===== config.mk =====
export PLATFORM = sky130hd
export DESIGN_NAME = quad_input_filter
export DESIGN_NICKNAME = d
export VERILOG_FILES = /design/src/rtl/quad_input_filter.sv
export SDC_FILE = /design/constraint.sdc
export NUM_CORES = 1
export LEC_CHECK = 0
export ABC_AREA = 0
export BUFFER_PORTS_ARGS = -buffer_cell sky130_fd_sc_hd__buf_2
export CAP_MARGIN = 30
export CORE_MARGIN = 3
export CORE_UTILIZATION = 43
export DETAILED_ROUTE_END_ITERATION = 16
export PLACE_DENSITY_LB_ADDON = 0.05
export REMOVE_ABC_BUFFERS = 1
export SLEW_MARGIN = 20
export SYNTH_ARGS = -nofsm -noshare
export SYNTH_HDL_FRONTEND = slang
export SYNTH_SLANG_ARGS = --single-unit

===== constraint.sdc =====
create_clock -name clk -period 4.5 [get_ports clk]
set_input_delay 0 -clock clk [delete_from_list [all_inputs] [get_ports clk]]
set_output_delay 0 -clock clk [all_outputs]
set_load 0.005 [all_outputs]

===== src/rtl/quad_input_filter.sv =====
// quad_input_filter: front end for a quadrature encoder interface.
// It synchronises and glitch-filters the raw A/B channels. It decodes 4x
// quadrature steps into a step strobe, a direction and a wrapping 32-bit
// position, and it counts illegal double transitions with saturation.
module quad_input_filter #(
  parameter int SYNC_STAGES = 2,   // 2..4
  parameter int FILTER_LEN  = 8    // 1..255
) (
  input  logic        clk,
  input  logic        reset,
  input  logic        A_raw,
  input  logic        B_raw,
  output logic        A,
  output logic        B,
  output logic        step,
  output logic        dir,
  output logic [31:0] pos,
  output logic        err,
  output logic [15:0] err_count
);

  localparam logic [0:0] ST_PRIME = 1'b0;
  localparam logic [0:0] ST_RUN   = 1'b1;

  localparam logic [7:0] FILT_LAST  = 8'(FILTER_LEN - 1);
  localparam logic [2:0] PRIME_LAST = 3'(SYNC_STAGES);

  logic [0:0]             state_q, state_d;
  logic [2:0]             prime_cnt_q, prime_cnt_d;
  logic [SYNC_STAGES-1:0] sync_a_q, sync_a_d;
  logic [SYNC_STAGES-1:0] sync_b_q, sync_b_d;
  logic [7:0]             filt_a_q, filt_a_d;
  logic [7:0]             filt_b_q, filt_b_d;
  logic                   a_q, a_d;
  logic                   b_q, b_d;
  logic [1:0]             prev_q, prev_d;
  logic                   step_q, step_d;
  logic                   dir_q, dir_d;
  logic [31:0]            pos_q, pos_d;
  logic                   err_q, err_d;
  logic [15:0]            err_count_q, err_count_d;

  logic                   s_a, s_b;
  logic [1:0]             phase_delta;

  assign s_a = sync_a_q[SYNC_STAGES-1];
  assign s_b = sync_b_q[SYNC_STAGES-1];

  // One channel of the stability filter: returns {next level, next counter}.
  function automatic logic [8:0] filter_step(input logic s, input logic x,
                                             input logic [7:0] cnt);
    if (s == x)               return {x, 8'd0};
    else if (cnt == FILT_LAST) return {~x, 8'd0};
    else                       return {x, cnt + 8'd1};
  endfunction

  // Position of an {A,B} pair along the forward cycle 00->10->11->01.
  function automatic logic [1:0] quad_phase(input logic [1:0] ab);
    case (ab)
      2'b00:   return 2'd0;
      2'b10:   return 2'd1;
      2'b11:   return 2'd2;
      default: return 2'd3;
    endcase
  endfunction

  // Next-state logic: synchroniser shift, prime/run sequencing, filter, decoder.
  always_comb begin
    // NOTE: every variable gets a default first so no path leaves it unassigned (no latch).
    state_d     = state_q;
    prime_cnt_d = prime_cnt_q;
    sync_a_d    = {sync_a_q[SYNC_STAGES-2:0], A_raw};
    sync_b_d    = {sync_b_q[SYNC_STAGES-2:0], B_raw};
    filt_a_d    = filt_a_q;
    filt_b_d    = filt_b_q;
    a_d         = a_q;
    b_d         = b_q;
    prev_d      = prev_q;
    step_d      = 1'b0;
    dir_d       = dir_q;
    pos_d       = pos_q;
    err_d       = 1'b0;
    err_count_d = err_count_q;
    phase_delta = quad_phase({a_q, b_q}) - quad_phase(prev_q);

    case (state_q)
      ST_PRIME: begin
        // Outputs track the synchroniser directly until it holds real samples.
        a_d      = s_a;
        b_d      = s_b;
        prev_d   = {s_a, s_b};
        filt_a_d = 8'd0;
        filt_b_d = 8'd0;
        if (prime_cnt_q == PRIME_LAST) state_d = ST_RUN;
        else                           prime_cnt_d = prime_cnt_q + 3'd1;
      end
      default: begin
        {a_d, filt_a_d} = filter_step(s_a, a_q, filt_a_q);
        {b_d, filt_b_d} = filter_step(s_b, b_q, filt_b_q);
        prev_d = {a_q, b_q};
        case (phase_delta)
          2'd1: begin
            step_d = 1'b1;
            dir_d  = 1'b1;
            pos_d  = pos_q + 32'd1;
          end
          2'd3: begin
            step_d = 1'b1;
            dir_d  = 1'b0;
            pos_d  = pos_q - 32'd1;
          end
          2'd2: begin
            err_d = 1'b1;
            if (err_count_q != 16'hFFFF) err_count_d = err_count_q + 16'd1;
          end
          default: ;
        endcase
      end
    endcase
  end

  // State registers with synchronous reset that overrides every other update.
  always_ff @(posedge clk) begin
    // NOTE: sequential state uses non-blocking assignments so all flops update together.
    if (reset) begin
      state_q     <= ST_PRIME;
      prime_cnt_q <= 3'd0;
      sync_a_q    <= '0;
      sync_b_q    <= '0;
      filt_a_q    <= 8'd0;
      filt_b_q    <= 8'd0;
      a_q         <= 1'b0;
      b_q         <= 1'b0;
      prev_q      <= 2'b00;
      step_q      <= 1'b0;
      dir_q       <= 1'b0;
      pos_q       <= 32'd0;
      err_q       <= 1'b0;
      err_count_q <= 16'd0;
    end else begin
      state_q     <= state_d;
      prime_cnt_q <= prime_cnt_d;
      sync_a_q    <= sync_a_d;
      sync_b_q    <= sync_b_d;
      filt_a_q    <= filt_a_d;
      filt_b_q    <= filt_b_d;
      a_q         <= a_d;
      b_q         <= b_d;
      prev_q      <= prev_d;
      step_q      <= step_d;
      dir_q       <= dir_d;
      pos_q       <= pos_d;
      err_q       <= err_d;
      err_count_q <= err_count_d;
    end
  end

  assign A         = a_q;
  assign B         = b_q;
  assign step      = step_q;
  assign dir       = dir_q;
  assign pos       = pos_q;
  assign err       = err_q;
  assign err_count = err_count_q;

endmodule


==> results of run 1 <==
==> registers in the layout (all words and copies together), names as in the netlist <==
signal / flops
sync_b_q: 2
pos: 32
sync_a_q: 2
B: 1
err: 1
prime_cnt_q: 3
dir: 1
step: 1
prev_q: 2
A: 1
state_q: 1
filt_b_q: 8
err_count: 16
filt_a_q: 8
==> final cells by class <==
cell class / instances / area [µm²] / share of cell area
clock buffers: 11 / 141.4 / 0.02682
clock inverters: 4 / 53.80 / 0.01020
inverters: 9 / 33.78 / 0.006407
multi-input cells: 484 / 2947 / 0.5589
flip-flops and latches: 79 / 1582 / 0.3000
well taps: 136 / 170.2 / 0.03227
repair buffers: 64 / 345.3 / 0.06550
==> stage by stage <==
stage / hold slack (ns) / setup WS [ns] / power [mW]
6_report: 0.1202 / 0.6856 / 1.510
5_1_grt: 0.1462 / 0.4066 / 1.588
4_1_cts: 0.1133 / 0.7282 / 1.528
3_5_place_dp: 0.2157 / 0.7700 / 0.9811
3_3_place_gp: 0.2173 / 0.8620 / 0.9736
2_1_floorplan: 0.06907 / 0.6673 / 0.9024
==> synthesized netlist by cell type, types with 5 or more instances <==
master,n,share of area
buf_1,7,0.0055
inv_1,9,0.0071
or3_1,10,0.013
nor3_1,32,0.034
nand4_1,26,0.034
and2_1,5,0.0066
buf_2,7,0.0073
nor4_1,16,0.021
dfxtp_1,79,0.33
xnor2_1,18,0.033
nor3b_1,6,0.0094
or4_1,14,0.022
nor2_1,86,0.068
nand2b_1,8,0.010
o21ai_0,17,0.018
nand3_1,36,0.038
a21o_1,5,0.0079
ha_1,7,0.018
and3_1,19,0.025
xor2_1,26,0.048
a31oi_1,5,0.0066
nor2b_1,14,0.018
nand2_1,46,0.036
a21oi_1,23,0.024
clkbuf_1,28,0.022
and4_1,8,0.015
==> kinds of logic after synthesis <==
logic type	count (synthesis)	share of synthesized area
mux	5	0.01102
xor+xnor	46	0.09050
compound gates	87	0.1212
buf+inv	55	0.05063
simple gates	339	0.3767
fa+ha+maj	7	0.01836
flops	79	0.3316
==> worst min path at each step <==
stage | start | endpoint | slack, ns | cells past startpoint
after floorplan | reset | A$_SDFFE_PP0P_ | 0.07 | 1
final | reset | pos[10]$_SDFFE_PP0P_ | 0.12 | 2
after CTS | reset | pos[11]$_SDFFE_PP0P_ | 0.11 | 2
after global placement | A_raw | sync_a_q[0]$_SDFF_PP0_ | 0.22 | 2
after detailed placement | A_raw | sync_a_q[0]$_SDFF_PP0_ | 0.22 | 2
after global routing | reset | pos[5]$_SDFFE_PP0P_ | 0.15 | 2
==> routing by layer <==
metal | vias up | wire length [µm] | global-route usage
met5 | - | 0 | 0
met4 | 0 | 169 | 0.06813
met3 | 20 | 1074 | 0.03657
met1 | 2205 | 6423 | 0.3174
li1 | 2285 | - | -
met2 | 236 | 6020 | 0.3410
==> power by group <==
group	switching [mW]	internal (mW)
Clock	0.271	0.271
Sequential	0.0320	0.721
Combinational	0.132	0.0826
==> worst max-delay path, stage by stage, from the launching register on <==
cell and delay (ns):
dfxtp_1 0.47, xnor2_1 0.12, ha_1 0.24, xor3_1 0.35
buf_4 0.19, nand2_1 0.11, xnor2_1 0.12, ha_1 0.33
nand4_1 0.21, or4_1 0.52, o32ai_1 0.51, nand2_1 0.15
o31ai_1 0.28, a311o_1 0.15
==> results by group, run 1 <==
CTS
  – Reg clk slew, reported paths: 0.08 ns
  – Post-cts hold buffer count: 2
  – Num CTS Buffers: 9
  – CTS tree: built
  – Worst-Skew Late Latency: about 0.36 ns
  – Max clock buf depth: 2
  – Clock Sinks: 79
  – Max H-tree Level: 3
  – CTS root buf: clkbuf_8
  – Setup Fix Bufs, Post-CTS: 0
  – Post-CTS resize count: 0

Drt
  – Vias: 4746
  – Drt wl/cell: 17.39 µm
  – Post-route ant nets: 0
  – Number of detailed-route iterations in the first pass: 5
  – Routed WL: 13690 µm
  – 1st-iter DRT viols: around 550
  – Remaining DRCs: 0
  – Via density: between 6 and 7

Timing
  – Period utilization: 0.8476
  – Final Hold Fails: 0
  – Setup_tns: 0 ns
  – Pin slew with the least headroom to its limit: 0.9271 ns
  – Minimum clock period: 3.814 ns
  – Fmax: between 0.2 and 0.3 GHz
  – RSZ-0062 raised after global routing: no
  – Max Transition Viols Final: 0
  – Clock Skew: roughly 0.014 ns
  – Slew headroom: 0.3819
  – Final count of negative-setup-slack endpoints: 0

Place
  – Placer Congestion: 0.9517
  – Hpwl dp: 9725 µm
  – Placed Area: approximately 5100 µm²
  – PortBufs: 56
  – Inst Count DP: 770

Final layout
  – Nets@finish: 658
  – Share of cells above drive strength 1: 0.1352
  – Synth-to-Final Area Change: 10.55%
  – Final Util: 0.4995
  – # fillers: roughly 1100
  – Most common cell after layout, fill and taps aside: nor2_1
  – Commonest non-fill, non-tap cells in the layout: 86 x nor2_1, 79 x dfxtp_1, 56 x buf_2, 46 x nand2_1, 36 x nand3_1
  – N_diodes: 0
  – Final instance area: 5273 µm²
  – Final non-filler cell total: 787

Floorplanning
  – Starting Density: 0.4519
  – Die width: 111.3 µm
  – Total core area: between 10000 and 15000 µm²
  – Die height: around 110 µm
  – Ports: between 50 and 60
  – Standard-cell rows: 37
  – Die Area: between 10000 and 15000 µm²

Setup path
  – FF-to-FF path depth: 13
  – Worst setup endpoint: pos[26]$_SDFFE_PP0P_
  – Flop2flop setup slack: 0.69 ns
  – Crit Path Max Fanout: 12
  – Critical Path RT: around 4.8 ns
  – CP Class: reg -> reg
  – CP endpoint kind: register
  – R2R Path Start: B$_SDFFE_PP0P_
  – Reg-to-Reg End: pos[26]$_SDFFE_PP0P_
  – Critical path data arrival time: slightly above 4 ns
  – Startpoint Class: register
  – Critical Path Start: B$_SDFFE_PP0P_

Min path
  – HP Class: in -> reg

Run
  – Max cap viols: 0

Logic synthesis
  – Average size of a mapped cell: 7.718 µm²
  – Post-synth EDFFs: 0
  – Post-Syn Area: between 4000 and 5000 µm²
  – Post-synth cell types: 63
  – Synth Warn #: 0
  – Gate count after technology mapping: 618
  – Seq/Total Area, Yosys: 0.3316
  – Synth Flop Type: dfxtp_1
  – Synth async-reset ratio: 0
  – Synthesis-stage register bit count: 79

GRT
  – Largest net degree at the start of global routing: 46
  – Antenna violations before repair: 0
  – First-pass GRT wire length: between 20000 and 25000 µm
  – Vias in the first global route: ~4400
  – Total track usage: 0.2213
  – Grt ovf: 0

Pwr
  – Leak pwr: 2.122 nW
  – Power density cells: 286.3 nW/µm²
  – VDD IR-drop max: 0.2052 mV

Outcome
  – Status: finished clean
Power figures use the tool's default switching activity.
==> run 2: changes to the inputs <==
--- a/config.mk
+++ b/config.mk
@@ -5,7 +5,7 @@
 export SDC_FILE = /design/constraint.sdc
 export NUM_CORES = 1
 export LEC_CHECK = 0
-export ABC_AREA = 0
+export ABC_AREA = 1
 export BUFFER_PORTS_ARGS = -buffer_cell sky130_fd_sc_hd__buf_2
 export CAP_MARGIN = 30
 export CORE_MARGIN = 3
==> constraint.sdc (replaced) <==
create_clock -name clk -period 3.38 [get_ports clk]
set_input_delay 0 -clock clk [delete_from_list [all_inputs] [get_ports clk]]
set_output_delay 0 -clock clk [all_outputs]
set_load 0.005 [all_outputs]
==> run 2 against run 1 <==
Against the previous run:
- utilization is 0.30 points higher
- via count rose by 15%
- largest cell class unchanged
- clock power up 86%
- critical endpoint is now pos[30]$_SDFFE_PP0P_
- cell count grew 38%
- flip-flop and latch count unchanged
==> results by group, run 2 <==
Outcome
  – Status: finished clean

Pwr
  – VDD IR-drop max: 0.2842 mV (+39%)
  – Final Power: 3.594 mW (+140%)
  – Power density cells: 590.6 nW/µm² (+110%)
  – Leak pwr: 2.911 nW (+37%)

Final layout
  – Synth-to-Final Area Change: 13.30%
  – Flip-flop count of the largest register after layout: 32 (unchanged)
  – N_diodes: 0 (unchanged)
  – Nets@finish: 923 (+40%)
  – Sequential cell area: 1582 µm² (unchanged)
  – Most common cell after layout, fill and taps aside: nand2_1
  – Area of the multi-input gates: 3093 µm² (+5.0%)
  – Final non-filler cell total: 1085 (+38%)
  – Commonest non-fill, non-tap cells in the layout: 223 x nand2_1, 140 x inv_1, 95 x nor2_1, 79 x dfxtp_1, 64 x a21oi_1
  – Final Util: 0.5025 (+0.002953)
  – Final instance area: 6086 µm² (+15%)
  – Share of cells above drive strength 1: 0.1265 (-0.008677)
  – # fillers: 1317 (+23%)

Logic synthesis
  – Largest family of logic cells by synthesized area: simple AND/OR/NAND/NOR gates
  – Synth async-reset ratio: 0 (unchanged)
  – Gate count after technology mapping: 861 (+39%)
  – Synth Flop Type: dfxtp_1
  – Post-Syn Area: 5371 µm² (+13%)
  – Synth top area cells: dfxtp_1 29%, nand2_1 16%, inv_1 9.8%
  – Cell taking the most area after synthesis: dfxtp_1
  – Post-synthesis simple-gate area fraction: 0.3429 (-0.03382)
  – Count leader, synth: nand2_1
  – Post-synth EDFFs: 0 (unchanged)
  – Post-synth cell types: 42 (-33%)
  – Post-synthesis mux area share: 0 (-0.01102)
  – Synth top area share: 0.2944 (-0.03715)
  – Seq/Total Area, Yosys: 0.2944 (-0.03715)
  – Average size of a mapped cell: 6.239 µm² (-19%)
  – Synthesis-stage register bit count: 79 (unchanged)
  – Post-Synth Adder-Cell Area: 0.01631 (-0.002057)
  – Synth Warn #: 0 (unchanged)
  – XOR/XNOR share of the synthesized area: 0.05614 (-0.03437)
  – Compound-Gate Fraction of Synth Area: 0.1600 (+0.03883)
  – Synth cell count leaders: 223 x nand2_1, 140 x inv_1, 96 x nor2_1

Timing
  – Final WS setup: 0.3405 ns (-0.3451 ns)
  – Period utilization: 0.8993 (+0.05162)
  – RSZ-0062 raised after global routing: no
  – Clock Skew: 0.009344 ns (-0.004244 ns)
  – Slew headroom: 0.4247 (+0.04277)
  – Max Transition Viols Final: 0 (unchanged)
  – Setup_tns: 0 ns (unchanged)
  – Fmax: 0.3290 GHz (+25%)
  – Final count of negative-setup-slack endpoints: 0 (unchanged)
  – Final Hold Fails: 0 (unchanged)
  – WHS: 0.2553 ns (+0.1351 ns)
  – Minimum clock period: 3.039 ns (-0.7749 ns)
  – Pin slew with the least headroom to its limit: 0.8630 ns (-0.06415 ns)

CTS
  – Worst-Skew Late Latency: 0.35 ns (about the same)
  – Num CTS Buffers: 9 (unchanged)
  – CTS tree: built
  – Max clock buf depth: 2 (unchanged)
  – Clock Sinks: 79 (unchanged)
  – Setup Fix Bufs, Post-CTS: 0 (unchanged)
  – CTS root buf: clkbuf_16
  – Post-CTS resize count: 0 (unchanged)
  – Reg clk slew, reported paths: 0.06 ns (-0.02 ns)
  – Max H-tree Level: 3 (unchanged)

Place
  – Placed Area: 5757 µm² (+14%)
  – Dpl ws: 0.4124 ns (-0.3576 ns)
  – Inst Count DP: 1067 (+39%)
  – Placer Congestion: 0.9176 (-3.6%)
  – PortBufs: 56 (unchanged)
  – Hpwl dp: 10700 µm (+10%)

Setup path
  – Crit Path Max Fanout: 22 (+10)
  – Slowest stage delay, CP: 0.43 ns (-0.09 ns)
  – Startpoint Class: register
  – Crit-path slowest cell: dfxtp_1
  – CP endpoint kind: register
  – Critical path data arrival time: 3.28 ns (-0.84 ns)
  – CP Cell Sequence: xnor2_1, ha_1, clkinv_1, nand3_4, buf_4, nand2_1, nand2_2, inv_2, nor2_2, nand3_1, nand2_1, nand2_1, nand2_1, nand2_1, nand3_1, nand2_1, nor2_1, nor2_1
  – Top cell family by delay on the critical path: simple AND/OR/NAND/NOR gates
  – CP most frequent cell: nand2_1
  – Buf+Inv Stages, Crit Path: 3 (+2)
  – Critical Path RT: 3.62 ns (-1.18 ns)
  – CP Class: reg -> reg

GRT
  – First-pass GRT wire length: 24410 µm (+7.0%)
  – Vias in the first global route: 4976 (+13%)
  – Grt ovf: 0 (unchanged)
  – Total track usage: 0.2112 (-0.01012)
  – Largest net degree at the start of global routing: 50 (+8.7%)
  – Antenna violations before repair: 0 (unchanged)

Drt
  – 1st-iter DRT viols: 463 (-16%)
  – Routed WL: 14500 µm (+5.9%)
  – Vias: 5470 (+15%)
  – Drt wl/cell: 13.36 µm (-23%)
  – Post-route ant nets: 0 (unchanged)
  – WL met1: 6863 µm (+6.9%)
  – Via density: 5.041 (-16%)
  – Number of detailed-route iterations in the first pass: 5 (unchanged)
  – Routed met2 length: 6554 µm (+8.9%)
  – Remaining DRCs: 0 (unchanged)
  – Top sig layer: met4
  – Met3 wire len: 880 µm (-18%)

Floorplanning
  – Starting Density: 0.4435 (-0.008381)
  – Total core area: 12110 µm² (+15%)
  – Die Area: 13870 µm² (+12%)
  – Standard-cell rows: 40 (+8.1%)
  – Die height: 117.8 µm (+5.8%)
  – Die width: 117.8 µm (+5.8%)
  – Ports: 57 (unchanged)

Run
  – Max cap viols: 0 (unchanged)

Min path
  – HP Class: in -> reg
## run 2: area by class of cell
cell class                      count  area share
Sequential cell                    79      0.2599
Multi-Input combinational cell    611      0.5082
Timing Repair Buffer               62     0.05428
Tap cell                          168     0.03454
Inverter                          149     0.09231
Clock buffer                       12     0.04215
Clock inverter                      4    0.008635
## run 2: power breakdown
group / switching (mW) / internal, mW
Combinational: 0.930 / 0.458
Clock: 0.398 / 0.615
Sequential: 0.159 / 1.03
Total: 1.49 / 2.11
## run 2: worst register-to-register path: cells and delay by family (launching register included)
family        cells  cell delay, ns
simple gates     13            1.47
buf+inv           3            0.61
xor+xnor          1            0.11
fa+ha+maj         1            0.32
flops             1            0.43
## run 2: cell families (layout without fill, tap and decap cells)
logic type               after synthesis  after routing
AND/OR/NAND/NOR                      426            426
AO/OA/AOI/OAI                        147            147
buffers and inverters                171            227
flip-flops                            79             79
adder cells (fa/ha/maj)                7              7
XOR/XNOR                              31             31
## run 2: metal layers
metal  vias to the layer above  track usage
li1                       2855            -
met1                      2453       0.2875
met2                       146       0.3457
met3                        16      0.03316
met4                         0      0.06374
met5                         -            0
## run 2: worst paths after layout
check	startpoint	cells after the start	end	slack (ns)
worst max-delay path	B$_SDFFE_PP0P_	18	pos[30]$_SDFFE_PP0P_	0.34
worst max register to register	B$_SDFFE_PP0P_	18	pos[30]$_SDFFE_PP0P_	0.34
worst min register to register	sync_a_q[0]$_SDFF_PP0_	2	sync_a_q[1]$_SDFF_PP0_	0.41
worst min-delay path	reset	2	step$_SDFF_PP0_	0.26
## run 2: what timing repair did
action	in CTS	in global routing
hold buffers	2	0
setup endpoints to repair	0	0
hold endpoints to repair	2	0
